`config.mk`:
```
export PLATFORM = sky130hd
export DESIGN_NAME = rv32i_imem_prefetch
export DESIGN_NICKNAME = d
export VERILOG_FILES = /design/src/rtl/rv32i_imem_prefetch_pkg.sv /design/src/rtl/rv32i_sync_fifo.sv /design/src/rtl/rv32i_imem_prefetch.sv
export SDC_FILE = /design/constraint.sdc
export NUM_CORES = 1
export LEC_CHECK = 0
export CORE_MARGIN = 2
export CORE_UTILIZATION = 30
export CTS_CLUSTER_SIZE = 20
export DETAILED_ROUTE_END_ITERATION = 16
export GPL_TIMING_DRIVEN = 1
export MAX_ROUTING_LAYER = met4
export SLEW_MARGIN = 5
export SYNTH_ARGS = -nofsm -noshare
export SYNTH_HDL_FRONTEND = slang
export SYNTH_SLANG_ARGS = --single-unit
```
`constraint.sdc`:
```
create_clock -name clk -period 9.01 [get_ports clk]
set_input_delay 1.802 -clock clk [delete_from_list [all_inputs] [get_ports clk]]
set_output_delay 1.802 -clock clk [all_outputs]
set_load 0.05 [all_outputs]
```
`src/rtl/rv32i_imem_prefetch_pkg.sv`:
```
// Shared rv32i fetch-path definitions: instruction width, fetch-state encoding
// and a word-alignment helper.
// Latency: n/a (types and functions only).
// Backpressure: n/a.
package rv32i_imem_prefetch_pkg;

  localparam int INSTR_W    = 32;
  // Widest byte address the alignment helper accepts; narrower callers
  // zero-extend in and truncate back out.
  localparam int MAX_ADDR_W = 64;

  typedef enum logic {
    ST_IDLE = 1'b0,  // no sequential stream established yet
    ST_RUN  = 1'b1   // prefetching a sequential stream
  } fetch_state_e;

  // Clear the byte-offset bits so the result addresses a whole 32-bit word.
  function automatic logic [MAX_ADDR_W-1:0] word_align(input logic [MAX_ADDR_W-1:0] addr);
    return {addr[MAX_ADDR_W-1:2], 2'b00};
  endfunction

endpackage

```
`src/rtl/rv32i_sync_fifo.sv`:
```
// Synchronous FIFO with synchronous clear, used for instruction prefetch buffering.
// Latency: one cycle from push to visibility at o_head; o_head is a combinational read.
// Backpressure: pushes while full (without a pop) and pops while empty are ignored;
//   the producer is expected to respect o_full / o_count.
// Ports: i_clk/i_reset (async, active-high), i_push/i_push_data, i_pop, i_clear,
//   o_head (oldest entry), o_count, o_empty, o_full.
module rv32i_sync_fifo #(
  parameter  int WIDTH = 32,
  parameter  int DEPTH = 4,
  localparam int PTR_W = $clog2(DEPTH),
  localparam int CNT_W = $clog2(DEPTH + 1)
) (
  input  logic             i_clk,
  input  logic             i_reset,
  input  logic             i_push,
  input  logic [WIDTH-1:0] i_push_data,
  input  logic             i_pop,
  input  logic             i_clear,
  output logic [WIDTH-1:0] o_head,
  output logic [CNT_W-1:0] o_count,
  output logic             o_empty,
  output logic             o_full
);

  logic [WIDTH-1:0] r_mem [DEPTH];
  logic [PTR_W-1:0] r_wr_ptr;
  logic [PTR_W-1:0] r_rd_ptr;
  logic [CNT_W-1:0] r_count;

  logic w_do_push;
  logic w_do_pop;

  assign o_empty = (r_count == '0);
  assign o_full  = (r_count == CNT_W'(DEPTH));
  assign o_count = r_count;
  assign o_head  = r_mem[r_rd_ptr];

  // A push into a full FIFO is accepted only when the head leaves in the same cycle.
  assign w_do_pop  = i_pop  && !o_empty;
  assign w_do_push = i_push && (!o_full || w_do_pop);

  always_ff @(posedge i_clk or posedge i_reset) begin
    if (i_reset) begin
      r_wr_ptr <= '0;
      r_rd_ptr <= '0;
      r_count  <= '0;
    end else if (i_clear) begin
      r_wr_ptr <= '0;
      r_rd_ptr <= '0;
      r_count  <= '0;
    end else begin
      if (w_do_push) r_wr_ptr <= r_wr_ptr + PTR_W'(1);
      if (w_do_pop)  r_rd_ptr <= r_rd_ptr + PTR_W'(1);
      r_count <= r_count + CNT_W'(w_do_push) - CNT_W'(w_do_pop);
    end
  end

  // Storage needs no reset: entries are only observed once count says they are valid.
  always_ff @(posedge i_clk) begin
    if (w_do_push && !i_clear) r_mem[r_wr_ptr] <= i_push_data;
  end

endmodule

```
`src/rtl/rv32i_imem_prefetch.sv`:
```
// Prefetching in-order bridge between the rv32i fetch port and the instruction ROM.
// Latency: redirect at t -> first mem_re at t+1 -> instr_valid at t+1+L (bypass);
//   one instruction per cycle in a sequential stream once DEPTH covers the memory latency L.
// Backpressure: stall = fetch_re & ~instr_valid; requests are credit-limited so that
//   buffered + outstanding words never exceed DEPTH.
// Ports: clk, reset (async, active-high); core side fetch_re/fetch_addr -> instr/
//   instr_valid/stall; memory side mem_re/mem_addr -> mem_oe/mem_data (in order);
//   perf_hits/perf_stalls/perf_flushes, built only with RV32I_IMEM_PREFETCH_PERF_EN
//   defined and tied to 0 otherwise.
module rv32i_imem_prefetch
  import rv32i_imem_prefetch_pkg::*;
#(
  parameter int DEPTH  = 4,
  parameter int ADDR_W = 32
) (
  input  logic               clk,
  input  logic               reset,
  input  logic               fetch_re,
  input  logic [ADDR_W-1:0]  fetch_addr,
  output logic [INSTR_W-1:0] instr,
  output logic               instr_valid,
  output logic               stall,
  output logic               mem_re,
  output logic [ADDR_W-1:0]  mem_addr,
  input  logic               mem_oe,
  input  logic [INSTR_W-1:0] mem_data,
  output logic [31:0]        perf_hits,
  output logic [31:0]        perf_stalls,
  output logic [31:0]        perf_flushes
);

  localparam int CNT_W = $clog2(DEPTH + 1);
  localparam logic [ADDR_W-1:0] WORD_STEP = ADDR_W'(4);

  fetch_state_e r_state;
  fetch_state_e w_state_nxt;

  logic [ADDR_W-1:0] r_exp_addr;     // address of the FIFO head
  logic [ADDR_W-1:0] r_req_addr;     // next address to request
  logic [CNT_W-1:0]  r_outstanding;  // issued, not yet answered
  logic [CNT_W-1:0]  r_drop;         // how many of the outstanding are stale

  logic [INSTR_W-1:0] w_fifo_head;
  logic [CNT_W-1:0]   w_fifo_count;
  logic               w_fifo_empty;
  logic               w_fifo_full;

  logic [ADDR_W-1:0] w_fetch_aligned;
  logic              w_addr_match;
  logic              w_mem_valid;
  logic              w_resp_live;
  logic              w_bypass;
  logic [CNT_W:0]    w_credit_sum;
  logic              w_credit_ok;
  logic              w_redirect;
  logic              w_hit;
  logic              w_issue;
  logic              w_push;
  logic              w_pop;

  assign w_fetch_aligned = ADDR_W'(word_align(MAX_ADDR_W'(fetch_addr)));
  assign w_addr_match    = (w_fetch_aligned == r_exp_addr);

  // A response with nothing outstanding is a leftover from before reset: ignore it.
  assign w_mem_valid = mem_oe && (r_outstanding != '0);
  assign w_resp_live = w_mem_valid && (r_drop == '0);
  assign w_bypass    = w_fifo_empty && w_resp_live;

  // Credit uses only registered state, keeping mem_oe/mem_data off the mem_re path.
  assign w_credit_sum = {1'b0, w_fifo_count} + {1'b0, r_outstanding};
  assign w_credit_ok  = !w_fifo_full && (w_credit_sum < (CNT_W + 1)'(DEPTH));

  always_comb begin
    w_state_nxt = r_state;
    w_redirect  = 1'b0;
    w_hit       = 1'b0;
    w_issue     = 1'b0;
    case (r_state)
      ST_IDLE: begin
        if (fetch_re) begin
          w_redirect  = 1'b1;
          w_state_nxt = ST_RUN;
        end
      end
      ST_RUN: begin
        if (fetch_re && !w_addr_match) begin
          w_redirect = 1'b1;
        end else begin
          w_hit   = fetch_re && (!w_fifo_empty || w_bypass);
          w_issue = w_credit_ok;
        end
      end
      default: w_state_nxt = ST_IDLE;
    endcase
  end

  // Bypassed words go straight to the core and are never written.
  assign w_pop  = w_hit && !w_fifo_empty;
  assign w_push = w_resp_live && !w_redirect && !(w_hit && w_fifo_empty);

  assign instr_valid = w_hit;
  assign instr       = w_hit ? (w_fifo_empty ? mem_data : w_fifo_head) : '0;
  assign stall       = !reset && fetch_re && !w_hit;
  assign mem_re      = w_issue;
  assign mem_addr    = w_issue ? r_req_addr : '0;

  rv32i_sync_fifo #(
    .WIDTH (INSTR_W),
    .DEPTH (DEPTH)
  ) u_fifo (
    .i_clk       (clk),
    .i_reset     (reset),
    .i_push      (w_push),
    .i_push_data (mem_data),
    .i_pop       (w_pop),
    .i_clear     (w_redirect),
    .o_head      (w_fifo_head),
    .o_count     (w_fifo_count),
    .o_empty     (w_fifo_empty),
    .o_full      (w_fifo_full)
  );

  always_ff @(posedge clk or posedge reset) begin
    if (reset) begin
      r_state       <= ST_IDLE;
      r_exp_addr    <= '0;
      r_req_addr    <= '0;
      r_outstanding <= '0;
      r_drop        <= '0;
    end else begin
      r_state       <= w_state_nxt;
      r_outstanding <= r_outstanding + CNT_W'(w_issue) - CNT_W'(w_mem_valid);
      if (w_redirect) begin
        r_exp_addr <= w_fetch_aligned;
        r_req_addr <= w_fetch_aligned;
        // Everything still in flight belongs to the old stream; a response
        // arriving this very cycle is already discarded by the clear.
        r_drop     <= r_outstanding - CNT_W'(w_mem_valid);
      end else begin
        if (w_hit)   r_exp_addr <= r_exp_addr + WORD_STEP;
        if (w_issue) r_req_addr <= r_req_addr + WORD_STEP;
        if (w_mem_valid && (r_drop != '0)) r_drop <= r_drop - CNT_W'(1);
      end
    end
  end

`ifdef RV32I_IMEM_PREFETCH_PERF_EN
  logic [31:0] r_perf_hits;
  logic [31:0] r_perf_stalls;
  logic [31:0] r_perf_flushes;

  always_ff @(posedge clk or posedge reset) begin
    if (reset) begin
      r_perf_hits    <= '0;
      r_perf_stalls  <= '0;
      r_perf_flushes <= '0;
    end else begin
      if (w_hit)      r_perf_hits    <= r_perf_hits + 32'd1;
      if (stall)      r_perf_stalls  <= r_perf_stalls + 32'd1;
      if (w_redirect) r_perf_flushes <= r_perf_flushes + 32'd1;
    end
  end

  assign perf_hits    = r_perf_hits;
  assign perf_stalls  = r_perf_stalls;
  assign perf_flushes = r_perf_flushes;
`else
  assign perf_hits    = '0;
  assign perf_stalls  = '0;
  assign perf_flushes = '0;
`endif

endmodule

```
## After elaboration in Yosys (flattened, before gate mapping)

Memories as Yosys holds them, arrays and structs flattened.
Cells that the tools add are included.
Widths: inputs -> output; s select.

| word-level totals | value |
|---|---|
| bits in read-only memories | 0 |
| logic and storage cells | 82 |
| memories kept | 1 |
| register bits after elaboration | 78 |
| bits in latches | 0 |
| bits of input ports | 68 |
| bits in writable memories | 128 |
| output and inout port bits | 163 |

| operators by class | value |
|---|---|
| eq/ne operators | 2 |
| $mul | 0 |
| shifts and indexed selects | 0 |
| bitwise gates (word level) | 1 |
| add/subtract/negate cells | 11 |
| divide/modulo/power cells | 0 |
| magnitude comparators | 1 |
| reductions and logical operators | 34 |
| multiplexer cells | 24 |

Memories:

| name | depth | width | read ports | clocked after memory_dff | write ports | RTL line | source |
|---|---|---|---|---|---|---|---|
| u_fifo.r_mem | 4 | 32 | 1 | 0 | 1 | rv32i_sync_fifo.sv:25 | `logic [WIDTH-1:0] r_mem [DEPTH];` |

Operators by type and width:

| operator | count |
|---|---|
| $mux 32 | 7 |
| $add 32x3->32 const B | 2 |
| $eq 32x32->1 | 1 |
| $logic_and 1x1->1 | 16 |
| $reduce_bool 2->1 | 5 |
| $mux 1 | 9 |
| $mux 3 | 3 |
| $sub 3x1->3 | 3 |
| $mux 2 | 4 |
| $logic_not 1->1 | 7 |
| $add 3x1->3 | 2 |
| $logic_not 3->1 | 2 |
| $reduce_bool 3->1 | 2 |
| $add 2x1->2 const B | 2 |
| $add 3x3->4 | 1 |
| $lt 4x3->1 const B | 1 |
| $eq 3x3->1 const B | 1 |
| $sub 3x1->3 const B | 1 |
| $logic_or 1x1->1 | 2 |
| $pmux 1 s2 | 1 |
| $not 1->1 | 1 |

## Longest topological paths before layout

Gate-level depths: netlist of run 1.

| depth | value |
|---|---|
| depth in word-level cells | 15 |
| gate-level depth with buffers | 14 |
| mapped depth without buffers | 13 |

## Modules after synthesis

From an unflattened synthesis of run 1, not the netlist that was laid out.

| unflattened totals | value |
|---|---|
| cell total of the unflattened synthesis | 871 |
| area, all modules | 10647.7 um2 |

Modules (own cells, without submodules):

| module | cells each | times used | area each (um2) | seq. area each (um2) |
|---|---|---|---|---|
| rv32i_imem_prefetch | 657 | 1 | 5531.6 | 1676.6 |
| rv32i_sync_fifo | 214 | 1 | 5116.2 | 4018.9 |

## Worst setup path after synthesis of run 1

Ideal clock, no wire load.

| path | value |
|---|---|
| path type | input to output |
| from | input port fetch_addr[3] |
| to | output port mem_addr[21] |
| stages on the path | 7 |
| path buffers | 2 |
| required time | 7.208 ns |
| data arrival time | 4.189 ns |
| slack | 3.019 ns |
| cells stage by stage | xnor2_1 -> nand4_1 -> nor4_4 -> a31oi_2 -> buf_6 -> buf_6 -> nor3_1 |

| on the way | value |
|---|---|
| word-level cells in the longest chain between the ends | 6 |

Ends and longest elaborated chain:

| item | RTL line | source |
|---|---|---|
| start: declaration | rv32i_imem_prefetch.sv:19 | `input logic [ADDR_W-1:0] fetch_addr,` |
| $eq 32x32->1 | rv32i_imem_prefetch.sv:62 | `assign w_addr_match = (w_fetch_aligned == r_exp_addr);` |
| $logic_not 1->1 | rv32i_imem_prefetch.sv:86 | `if (fetch_re && !w_addr_match) begin` |
| $logic_and 1x1->1 | rv32i_imem_prefetch.sv:86 |  |
| $mux 1 | rv32i_imem_prefetch.sv:86 |  |
| $mux 1 | rv32i_imem_prefetch.sv:78 | `case (r_state)` |
| $mux 32 | rv32i_imem_prefetch.sv:105 | `assign mem_addr = w_issue ? r_req_addr : '0;` |
| end: declaration | rv32i_imem_prefetch.sv:24 | `output logic [ADDR_W-1:0] mem_addr,` |

No other way between the ends.

## Final worst setup path of run 1

| path | value |
|---|---|
| from | input port fetch_addr[8] |
| to | output port instr[0] |

| on the way | value |
|---|---|
| word-level cells in the longest chain between the ends | 6 |

Ends and longest elaborated chain:

| item | RTL line | source |
|---|---|---|
| $eq 32x32->1 | rv32i_imem_prefetch.sv:62 |  |
| $logic_not 1->1 | rv32i_imem_prefetch.sv:86 |  |
| $logic_and 1x1->1 | rv32i_imem_prefetch.sv:86 |  |
| $mux 1 | rv32i_imem_prefetch.sv:86 |  |
| $mux 1 | rv32i_imem_prefetch.sv:78 |  |
| $mux 32 | rv32i_imem_prefetch.sv:102 | `assign instr = w_hit ? (w_fifo_empty ? mem_data : w_fifo_head) : '0;` |
| end: declaration | rv32i_imem_prefetch.sv:20 | `output logic [INSTR_W-1:0] instr,` |

No other way between the ends.

==> flow_metrics.py, run 1 <==
metrics = {
    "outcome": {
        "outcome": "finished, final reports clean",
    },
    "sta": {
        "final-max-slew-violation-count": 0,
        "timing.clock.skew_ns": 0.01769,
        "final-hold-violation-count": 0,
        "fmaxAchievable_mhz": 136.3,
        "relSlewSlack": 0.2939,
        "post-route-period-util": 0.8145,
        "setup_viol": 0,
        "rsz0062_at_grt": "no",
        "min_period_ns": 7.339,
        "worst_pin_slew_ns": 1.057,
        "tns_ns": 0,
    },
    "finish": {
        "antenna_cells": 0,
        "area_growth_pct": 19.70,
        "regArea_mm2": 0.005697,
        "final_nets": 1172,
        "fin_cells": 1564,
        "fill_cells": 3484,
        "drive_gt1_frac": 0.09791,
        "multi_input_area_mm2": 0.004512,
    },
    "logic_synthesis": {
        "synth_cell_type_count": 67,
        "async_flop_share": 0.3663,
        "synth_enable_flop_cells": 128,
        "yosysSeqAreaShare": 0.5220,
        "yosysTopAreaCell": "edfxtp_1",
        "synth_top_cells_by_count": "edfxtp_1, nand2_1, buf_4, dfrtp_1, xnor2_1",
        "synth.most_common_cell": "edfxtp_1",
        "ys_ff_latch": 202,
        "synthFlopType": "edfxtp_1",
        "ys_top_cells_by_area": "edfxtp_1, dfrtp_1, buf_4",
        "ys_warn_count": 0,
        "netlist_area_mm2": 0.01091,
        "synth_cells": 960,
        "synth_top_area_frac": 0.3523,
        "syn_area_per_cell_um2": 11.37,
    },
    "setup_path": {
        "cp_cell_sequence": "clkdlybuf4s50_1, xnor2_1, nand4_1, nor4_4, nand4_1, buf_4, a21oi_1, clkdlybuf4s50_1",
        "crit_fanout": 23,
        "worstPathRequired_ns": 7.21,
        "crit_end": "instr[0]",
        "crit_type": "primary input to primary output",
        "cp-end-kind": "primary output",
        "critical_path_buf_inv_count": 3,
        "cp.depth": 8,
        "cp_top_family": "buffers and inverters",
        "worstReg2RegStart": "r_exp_addr[2]",
        "rr_worst_depth": 13,
        "worstReg2RegEnd": "u_fifo.o_count[2]",
        "cpPeakStageDelay_ns": 0.85,
        "crit_arrival_ns": 5.54,
        "cpMaxStageDelayCell": "clkdlybuf4s50_1",
        "regToRegSetupSlack_ns": 5.28,
        "crit_start": "fetch_addr[8]",
        "critPathLaunchType": "primary input",
    },
    "clock_tree": {
        "holdBufCountCts": 0,
        "cts_tree": "yes",
        "clkSinkCount": 202,
        "clk_path_buf_depth": 3,
        "cts_made_buffers": 24,
        "cts-root-buf": "clkbuf_16",
        "htree_levels": 1,
        "path_clk_slew_ns": 0.06,
        "cts-resized-gates": 0,
        "clk_latency_ns": 0.52,
        "cts_setup_buffers": 0,
    },
    "route": {
        "first_pass_iters": 7,
        "drtIter0Drc": 563,
        "wl_per_cell_um": 17.52,
        "drc": 0,
        "routed_wl_mm": 27.41,
        "num_vias": 7628,
        "routed_via_density": 4.877,
        "drtAntennaViolNets": 0,
    },
    "floorplan": {
        "die_x_um": 194.7,
        "start_util": 0.3060,
        "die_area_mm2": 0.03791,
        "std_cell_rows": 69,
        "io_pins": 231,
        "core_area_mm2": 0.03566,
        "die_height_um": 194.7,
    },
    "pwr": {
        "p_switching_uw": 819.0,
        "vdd_drop_max_mv": 0.1033,
        "clock_power_share": 0.347,
        "intPower_mw": 1.750,
        "p_per_area_mw_per_mm2": 196.7,
        "seq_power_share": 0.428,
        "switching_share": 0.3189,
        "p_comb_frac": 0.225,
        "leakagePower_nw": 4.884,
    },
    "place": {
        "placed_cells": 1521,
        "numPortBuffers": 130,
        "hpwl_mm": 18.47,
        "gp_congestion": 0.8966,
    },
    "grt": {
        "grt_pass1_vias": 7447,
        "grt.total_usage": 0.1459,
        "grt_first_pass_wirelength_mm": 42.30,
        "grt_antenna_before_repair": 0,
        "grt_overflow": 0,
        "grt_max_degree": 75,
    },
    "worst_hold_path": {
        "hp-class": "flop to flop",
        "worstHoldPathCells": 1,
    },
    "run": {
        "max_cap_viol_count": 0,
    },
}
==> layout make-up <==
cell class | count | share of cell area
clock inverter | 13 | 0.007856
multi-input combinational | 677 | 0.3455
sequential | 202 | 0.4362
clock buffer | 30 | 0.04771
tap | 461 | 0.04417
timing repair buffer | 145 | 0.1083
inverter | 36 | 0.01035
==> metal layers <==
layer	share of wire	up-vias	wire, µm	global-route usage
li1	-	3516	-	-
met1	0.43	3728	11760	0.1890
met2	0.48	332	13030	0.2360
met3	0.066	52	1808	0.02152
met4	0.030	0	809	0.04701
met5	0	-	0	-
==> worst min path at each step <==
stage / from / end / slack (ns)
6_report: u_fifo.r_rd_ptr[1] / u_fifo.r_rd_ptr[1] / 0.52
5_1_grt: u_fifo.r_rd_ptr[1] / u_fifo.r_rd_ptr[1] / 0.57
4_1_cts: u_fifo.r_rd_ptr[1] / u_fifo.r_rd_ptr[1] / 0.53
3_5_place_dp: u_fifo.r_rd_ptr[1] / u_fifo.r_rd_ptr[1] / 0.52
3_3_place_gp: u_fifo.r_rd_ptr[1] / u_fifo.r_rd_ptr[1] / 0.51
2_1_floorplan: r_state / r_state / 0.45
==> kinds of logic after synthesis <==
group | share of synthesized area
XOR/XNOR | 0.05459
multiplexers | 0.07718
buffers and inverters | 0.1001
other | 0.0003437
AND/OR/NAND/NOR | 0.1518
adder cells (fa/ha/maj) | 0.02202
flip-flops | 0.5220
AO/OA/AOI/OAI | 0.07190
==> power groups by stage <==
| stage | sequential [mW] | combinational [mW] | clock, mW |
|---|---|---|---|
| after floorplan | 1.10 | 0.453 | 0 |
| after global placement | 1.12 | 0.571 | 0 |
| after detailed placement | 1.12 | 0.578 | 0 |
| after CTS | 1.10 | 0.582 | 0.917 |
| after global routing | 1.11 | 0.624 | 0.957 |
| final | 1.10 | 0.579 | 0.891 |
==> sequential cells by signal, indices dropped and copies added (netlist names) <==
signal and count:
r_drop 3, r_exp_addr 30, r_outstanding 3, r_req_addr 30, r_state 1, u_fifo.o_count 3
u_fifo.r_mem 128, u_fifo.r_rd_ptr 2, u_fifo.r_wr_ptr 2
==> through the flow <==
step	util	total power [mW]	cell area (µm²)	hold WS, ns	setup WS [ns]
floorplan	-	1.553	11270	0.4508	3.019
global placement	0.3459	1.686	12330	0.5135	1.695
detailed placement	0.3459	1.694	12330	0.5168	1.750
CTS	0.3663	2.598	13060	0.5305	1.728
global route	0.3663	2.688	13060	0.5673	1.517
finish	0.3663	2.569	13060	0.5235	1.672
==> cells in the final DEF (no fill, tap or decap), drive strengths merged, types with 10 or more instances in the layout <==
master / count
and2: 10
nand4: 20
clkbuf: 30
clkdlybuf4s50: 130
nor2: 44
and3: 34
o211ai: 10
buf: 15
a21oi: 43
dfrtp: 74
edfxtp: 128
nor3: 25
ha: 16
clkinv: 11
conb: 98
mux4: 32
o21ai: 32
xor2: 16
inv: 36
nand3: 36
nand2: 116
or3: 10
xnor2: 52
No activity file was read; power rests on OpenSTA's default activity.
==> run 2: changes to the inputs <==
clock period = 6.48 ns   (was 9.01 ns; I/O delays follow)
==> flow_metrics.py, run 2 (synthesis results as in run 1) <==
metrics = {
    "sta": {
        "relSlewSlack": 0.2561,
        "setup_viol": 0,
        "min_period_ns": 5.687,
        "post-route-period-util": 0.8776,
        "timing.clock.skew_ns": 0.01064,
        "tns_ns": 0,
        "final-max-slew-violation-count": 0,
        "final-hold-violation-count": 0,
        "fmaxAchievable_mhz": 175.9,
        "worst_pin_slew_ns": 1.104,
        "rsz0062_at_grt": "no",
    },
    "route": {
        "drc": 0,
        "drtAntennaViolNets": 0,
        "wl_per_cell_um": 17.59,
        "routed_via_density": 4.834,
        "routed_wl_mm": 27.61,
        "drtIter0Drc": 485,
        "num_vias": 7589,
        "first_pass_iters": 5,
    },
    "grt": {
        "grt_first_pass_wirelength_mm": 42.66,
        "grt.total_usage": 0.1475,
        "grt_overflow": 0,
        "grt_pass1_vias": 7405,
        "grt_antenna_before_repair": 0,
        "grt_max_degree": 41,
    },
    "pwr": {
        "p_per_area_mw_per_mm2": 276.0,
        "vdd_drop_max_mv": 0.1583,
        "leakagePower_nw": 5.050,
        "total_power_mw": 3.667,
    },
    "setup_path": {
        "cp.depth": 8,
        "critPathLaunchType": "primary input",
        "crit_start": "fetch_addr[8]",
        "crit_type": "primary input to primary output",
        "crit_end": "mem_addr[23]",
        "crit_arrival_ns": 4.39,
        "rr_worst_depth": 13,
        "cpPeakStageDelay_ns": 0.82,
        "cp_top_family": "buffers and inverters",
        "cp-end-kind": "primary output",
        "critical_path_buf_inv_count": 3,
        "worstReg2RegStart": "r_exp_addr[27]",
        "cp_cell_sequence": "clkdlybuf4s50_1, xnor2_1, nand4_1, nor4_4, buf_4, a31o_2, and3_1, clkdlybuf4s50_1",
        "cpMaxStageDelayCell": "clkdlybuf4s50_1",
        "regToRegSetupSlack_ns": 2.96,
        "crit_fanout": 26,
        "worstReg2RegEnd": "u_fifo.o_count[2]",
        "crit_top_cell": "clkdlybuf4s50_1",
        "worstPathRequired_ns": 5.18,
    },
    "clock_tree": {
        "clk_path_buf_depth": 3,
        "cts_tree": "yes",
        "cts-resized-gates": 0,
        "clkSinkCount": 202,
        "path_clk_slew_ns": 0.06,
        "cts_made_buffers": 24,
        "cts_setup_buffers": 0,
        "clk_latency_ns": 0.53,
        "htree_levels": 1,
        "cts-root-buf": "clkbuf_16",
        "holdBufCountCts": 0,
    },
    "floorplan": {
        "start_util": 0.3060,
        "die_height_um": 194.7,
        "core_area_mm2": 0.03566,
        "std_cell_rows": 69,
        "io_pins": 231,
        "die_area_mm2": 0.03791,
        "die_x_um": 194.7,
    },
    "worst_hold_path": {
        "hp-class": "flop to flop",
    },
    "run": {
        "max_cap_viol_count": 0,
    },
    "finish": {
        "final_cell_area_mm2": 0.01329,
        "final_nets": 1178,
        "largest_register_ffs": 128,
        "fill_cells": 3504,
        "drive_gt1_frac": 0.1326,
        "regMostFlops": "u_fifo.r_mem",
        "largestRegisters": "u_fifo.r_mem x128, r_exp_addr x30, r_req_addr x30",
        "fin_cells": 1570,
        "antenna_cells": 0,
        "layout_commonest_cell": "edfxtp_1",
        "final_cell_mix": "edfxtp_1, nand2_1, conb_1, clkdlybuf4s50_1, dfrtp_1",
        "area_growth_pct": 21.77,
    },
    "outcome": {
        "outcome": "finished, final reports clean",
    },
    "place": {
        "placed_cells": 1527,
        "place_area_mm2": 0.01251,
        "gp_congestion": 0.8968,
        "hpwl_mm": 18.81,
        "numPortBuffers": 130,
    },
}
## run 2: cell types whose count changed in the layout (fill, tap and decap cells not counted)
cell / before / now
clkbuf_1: 6 / 3
buf_4: 15 / 37
clkdlybuf4s50_1: 130 / 97
clkbuf_8: 0 / 1
clkinv_4: 1 / 0
bufinv_16: 1 / 2
clkbuf_16: 24 / 25
clkinv_2: 5 / 3
clkinv_1: 4 / 7
buf_12: 0 / 17
## run 2: layer usage
layer  wire [µm]  track usage  up-vias
met5           0            -        -
met1       11910       0.1923     3701
met2       12810       0.2306      301
li1            -            -     3529
met4         896      0.04444        0
met3        2003      0.03193       58
## run 2: worst min-delay path by stage
stage	slack, ns	cells past startpoint	from	end
floorplan	0.45	1	r_state	r_state
global placement	0.51	1	u_fifo.r_rd_ptr[1]	u_fifo.r_rd_ptr[1]
detailed placement	0.52	1	u_fifo.r_rd_ptr[1]	u_fifo.r_rd_ptr[1]
CTS	0.54	1	u_fifo.r_rd_ptr[1]	u_fifo.r_rd_ptr[1]
global route	0.56	1	u_fifo.r_rd_ptr[1]	u_fifo.r_rd_ptr[1]
finish	0.53	1	u_fifo.r_rd_ptr[1]	u_fifo.r_rd_ptr[1]
## run 2: final cells by class
class / count / area, µm² / share of cell area
sequential: 202 / 5697 / 0.4288
clock inverter: 14 / 125.1 / 0.009418
inverter: 36 / 135.1 / 0.01017
timing repair buffer: 151 / 1589 / 0.1196
clock buffer: 29 / 650.6 / 0.04897
multi-input combinational: 677 / 4512 / 0.3396
tap: 461 / 576.8 / 0.04342
## run 2: power breakdown
group	internal [mW]	leakage (nW)	total [mW]	switching (mW)
Clock	0.791	0.377	1.33	0.537
Sequential	1.45	2.04	1.53	0.0814
Combinational	0.266	2.63	0.809	0.543
Total	2.50	5.05	3.67	1.16
## run 2: stage by stage
step	hold slack [ns]	utilization	setup WS, ns
global route	0.5589	0.3726	0.6485
detailed placement	0.5212	0.3508	0.7988
floorplan	0.4508	-	1.501
CTS	0.5366	0.3726	0.7871
global placement	0.5103	0.3508	0.8510
finish	0.5311	0.3726	0.7934
## run 2: worst reg2reg max path, cell delays in order (launching register included)
cell	delay, ns
dfrtp_1	0.42
xnor2_1	0.28
nand4_1	0.22
nor4_4	0.37
buf_4	0.21
a31o_2	0.46
buf_4	0.35
and2_1	0.17
ha_1	0.14
inv_1	0.04
fa_1	0.37
xnor2_1	0.18
xnor2_1	0.14
nor2_1	0.05
==> run 3: changes to the inputs <==
CORE_ASPECT_RATIO = 1.25   (was not set)
CTS_BUF_LIST = sky130_fd_sc_hd__clkbuf_16   (was not set)
==> flow_metrics.py, run 3 (synthesis results as in run 1) <==
metrics = {
    "place": {
        "numPortBuffers": 130,
        "hpwl_mm": 19.23,
        "placed_cells": 1548,
        "gp_congestion": 0.9000,
    },
    "setup_path": {
        "worstPathRequired_ns": 5.18,
        "crit_arrival_ns": 4.53,
        "crit_fanout": 33,
        "cp-end-kind": "primary output",
        "crit_type": "primary input to primary output",
        "worstReg2RegEnd": "r_req_addr[31]",
        "rr_worst_depth": 7,
        "regToRegSetupSlack_ns": 3.06,
        "worstReg2RegStart": "u_fifo.o_count[1]",
        "critPathLaunchType": "primary input",
    },
    "grt": {
        "grt_overflow": 0,
        "grt_pass1_vias": 7388,
        "grt_antenna_before_repair": 0,
        "grt_max_degree": 44,
        "grt_first_pass_wirelength_mm": 42.90,
        "grt.total_usage": 0.1483,
    },
    "clock_tree": {
        "cts-resized-gates": 0,
        "path_clk_slew_ns": 0.06,
        "clk_path_buf_depth": 3,
        "cts_setup_buffers": 0,
        "clk_latency_ns": 0.52,
        "cts-root-buf": "clkbuf_16",
        "cts_made_buffers": 23,
        "cts_tree": "yes",
        "clkSinkCount": 202,
        "holdBufCountCts": 0,
        "htree_levels": 1,
    },
    "finish": {
        "antenna_cells": 0,
        "multi_input_area_mm2": 0.004512,
        "layout_commonest_cell": "edfxtp_1",
        "final_cell_mix": "edfxtp_1, clkdlybuf4s50_1, nand2_1, conb_1, dfrtp_1",
        "area_growth_pct": 20.77,
        "final_nets": 1179,
        "regMostFlops": "u_fifo.r_mem",
        "largest_register_ffs": 128,
        "largestRegisters": "u_fifo.r_mem x128, r_exp_addr x30, r_req_addr x30",
        "drive_gt1_frac": 0.1146,
        "regArea_mm2": 0.005697,
        "fill_cells": 3545,
        "fin_cells": 1588,
    },
    "route": {
        "wl_per_cell_um": 17.55,
        "drc": 0,
        "drtIter0Drc": 523,
        "num_vias": 7516,
        "routed_via_density": 4.733,
        "drtAntennaViolNets": 0,
        "first_pass_iters": 5,
        "routed_wl_mm": 27.87,
    },
    "pwr": {
        "leakagePower_nw": 4.993,
        "vdd_drop_max_mv": 0.1756,
        "p_per_area_mw_per_mm2": 278.9,
    },
    "worst_hold_path": {
        "worstHoldStart": "u_fifo.r_rd_ptr[1]",
        "worstHoldPathCells": 1,
        "hp-class": "flop to flop",
        "min_to": "u_fifo.r_rd_ptr[1]",
    },
    "sta": {
        "timing.clock.skew_ns": 0.02524,
        "fmaxAchievable_mhz": 171.7,
        "worst_pin_slew_ns": 1.274,
        "final-max-slew-violation-count": 0,
        "relSlewSlack": 0.1415,
        "min_period_ns": 5.825,
        "rsz0062_at_grt": "no",
        "setup_viol": 0,
        "tns_ns": 0,
        "whs_ns": 0.5222,
        "final-hold-violation-count": 0,
        "post-route-period-util": 0.8989,
    },
    "floorplan": {
        "core_area_mm2": 0.03611,
        "die_x_um": 174.6,
        "start_util": 0.3021,
        "die_height_um": 217.2,
        "die_area_mm2": 0.03792,
        "io_pins": 231,
        "std_cell_rows": 78,
    },
    "run": {
        "max_cap_viol_count": 0,
    },
    "outcome": {
        "outcome": "finished, final reports clean",
    },
}
==> run 3: changes by cell type in the layout (fill, tap and decap cells not counted), moves of 2 or more <==
cell	change
buf_4	-4
buf_12	-16
clkinv_1	-5
clkbuf_16	-2
bufinv_16	+2
clkbuf_1	-3
inv_1	+5
clkdlybuf4s50_1	+22
==> run 3: cell type report <==
class                   count  share of cell area
repair buffers            153              0.1107
flip-flops and latches    202              0.4323
multi-input cells         677              0.3424
clock buffers              23             0.04368
inverters                  36             0.01026
well taps                 480             0.04558
clock inverters            17             0.01500
==> run 3: critical path, stage by stage <==
cell and delay, ns:
clkdlybuf4s50_1 0.47, xnor2_1 0.28, nand4_1 0.18, nor4_4 0.49, buf_4 0.22, nand4_1 0.20, buf_4 0.34, a21oi_1 0.19
clkdlybuf4s50_1 0.83
==> run 3: layer usage <==
metal | vias to the layer above | global-route usage | wire length [µm]
li1 | 3526 | - | -
met1 | 3653 | 0.1821 | 11640
met2 | 285 | 0.2533 | 13820
met3 | 52 | 0.01992 | 1567
met4 | 0 | 0.04833 | 850
met5 | - | - | 0
==> run 3: worst max-delay path by stage <==
| stage | slack [ns] | start | cells past startpoint | endpoint |
|---|---|---|---|---|
| floorplan | 1.50 | fetch_addr[3] | 7 | mem_addr[21] |
| global placement | 0.69 | fetch_addr[6] | 9 | instr[17] |
| detailed placement | 0.66 | fetch_addr[6] | 9 | instr[17] |
| CTS | 0.65 | fetch_addr[6] | 9 | instr[17] |
| global route | 0.49 | fetch_addr[31] | 9 | instr[20] |
| finish | 0.66 | fetch_addr[6] | 9 | instr[17] |
==> run 3: report_power, final <==
part,total [mW],switching (mW),internal [mW],leakage [nW]
logic,0.820,0.554,0.266,2.55
clock network,1.33,0.521,0.808,0.396
registers,1.53,0.0781,1.45,2.04
==> run 3: stage by stage <==
| step | area (µm²) | power (mW) | setup WS, ns | utilization |
|---|---|---|---|---|
| finish | 13180 | 3.675 | 0.6554 | 0.3649 |
| global route | 13180 | 3.849 | 0.4940 | 0.3649 |
| CTS | 13180 | 3.730 | 0.6471 | 0.3649 |
| detailed placement | 12400 | 2.376 | 0.6624 | 0.3435 |
| global placement | 12400 | 2.364 | 0.6877 | 0.3435 |
| floorplan | 11270 | 2.160 | 1.501 | - |
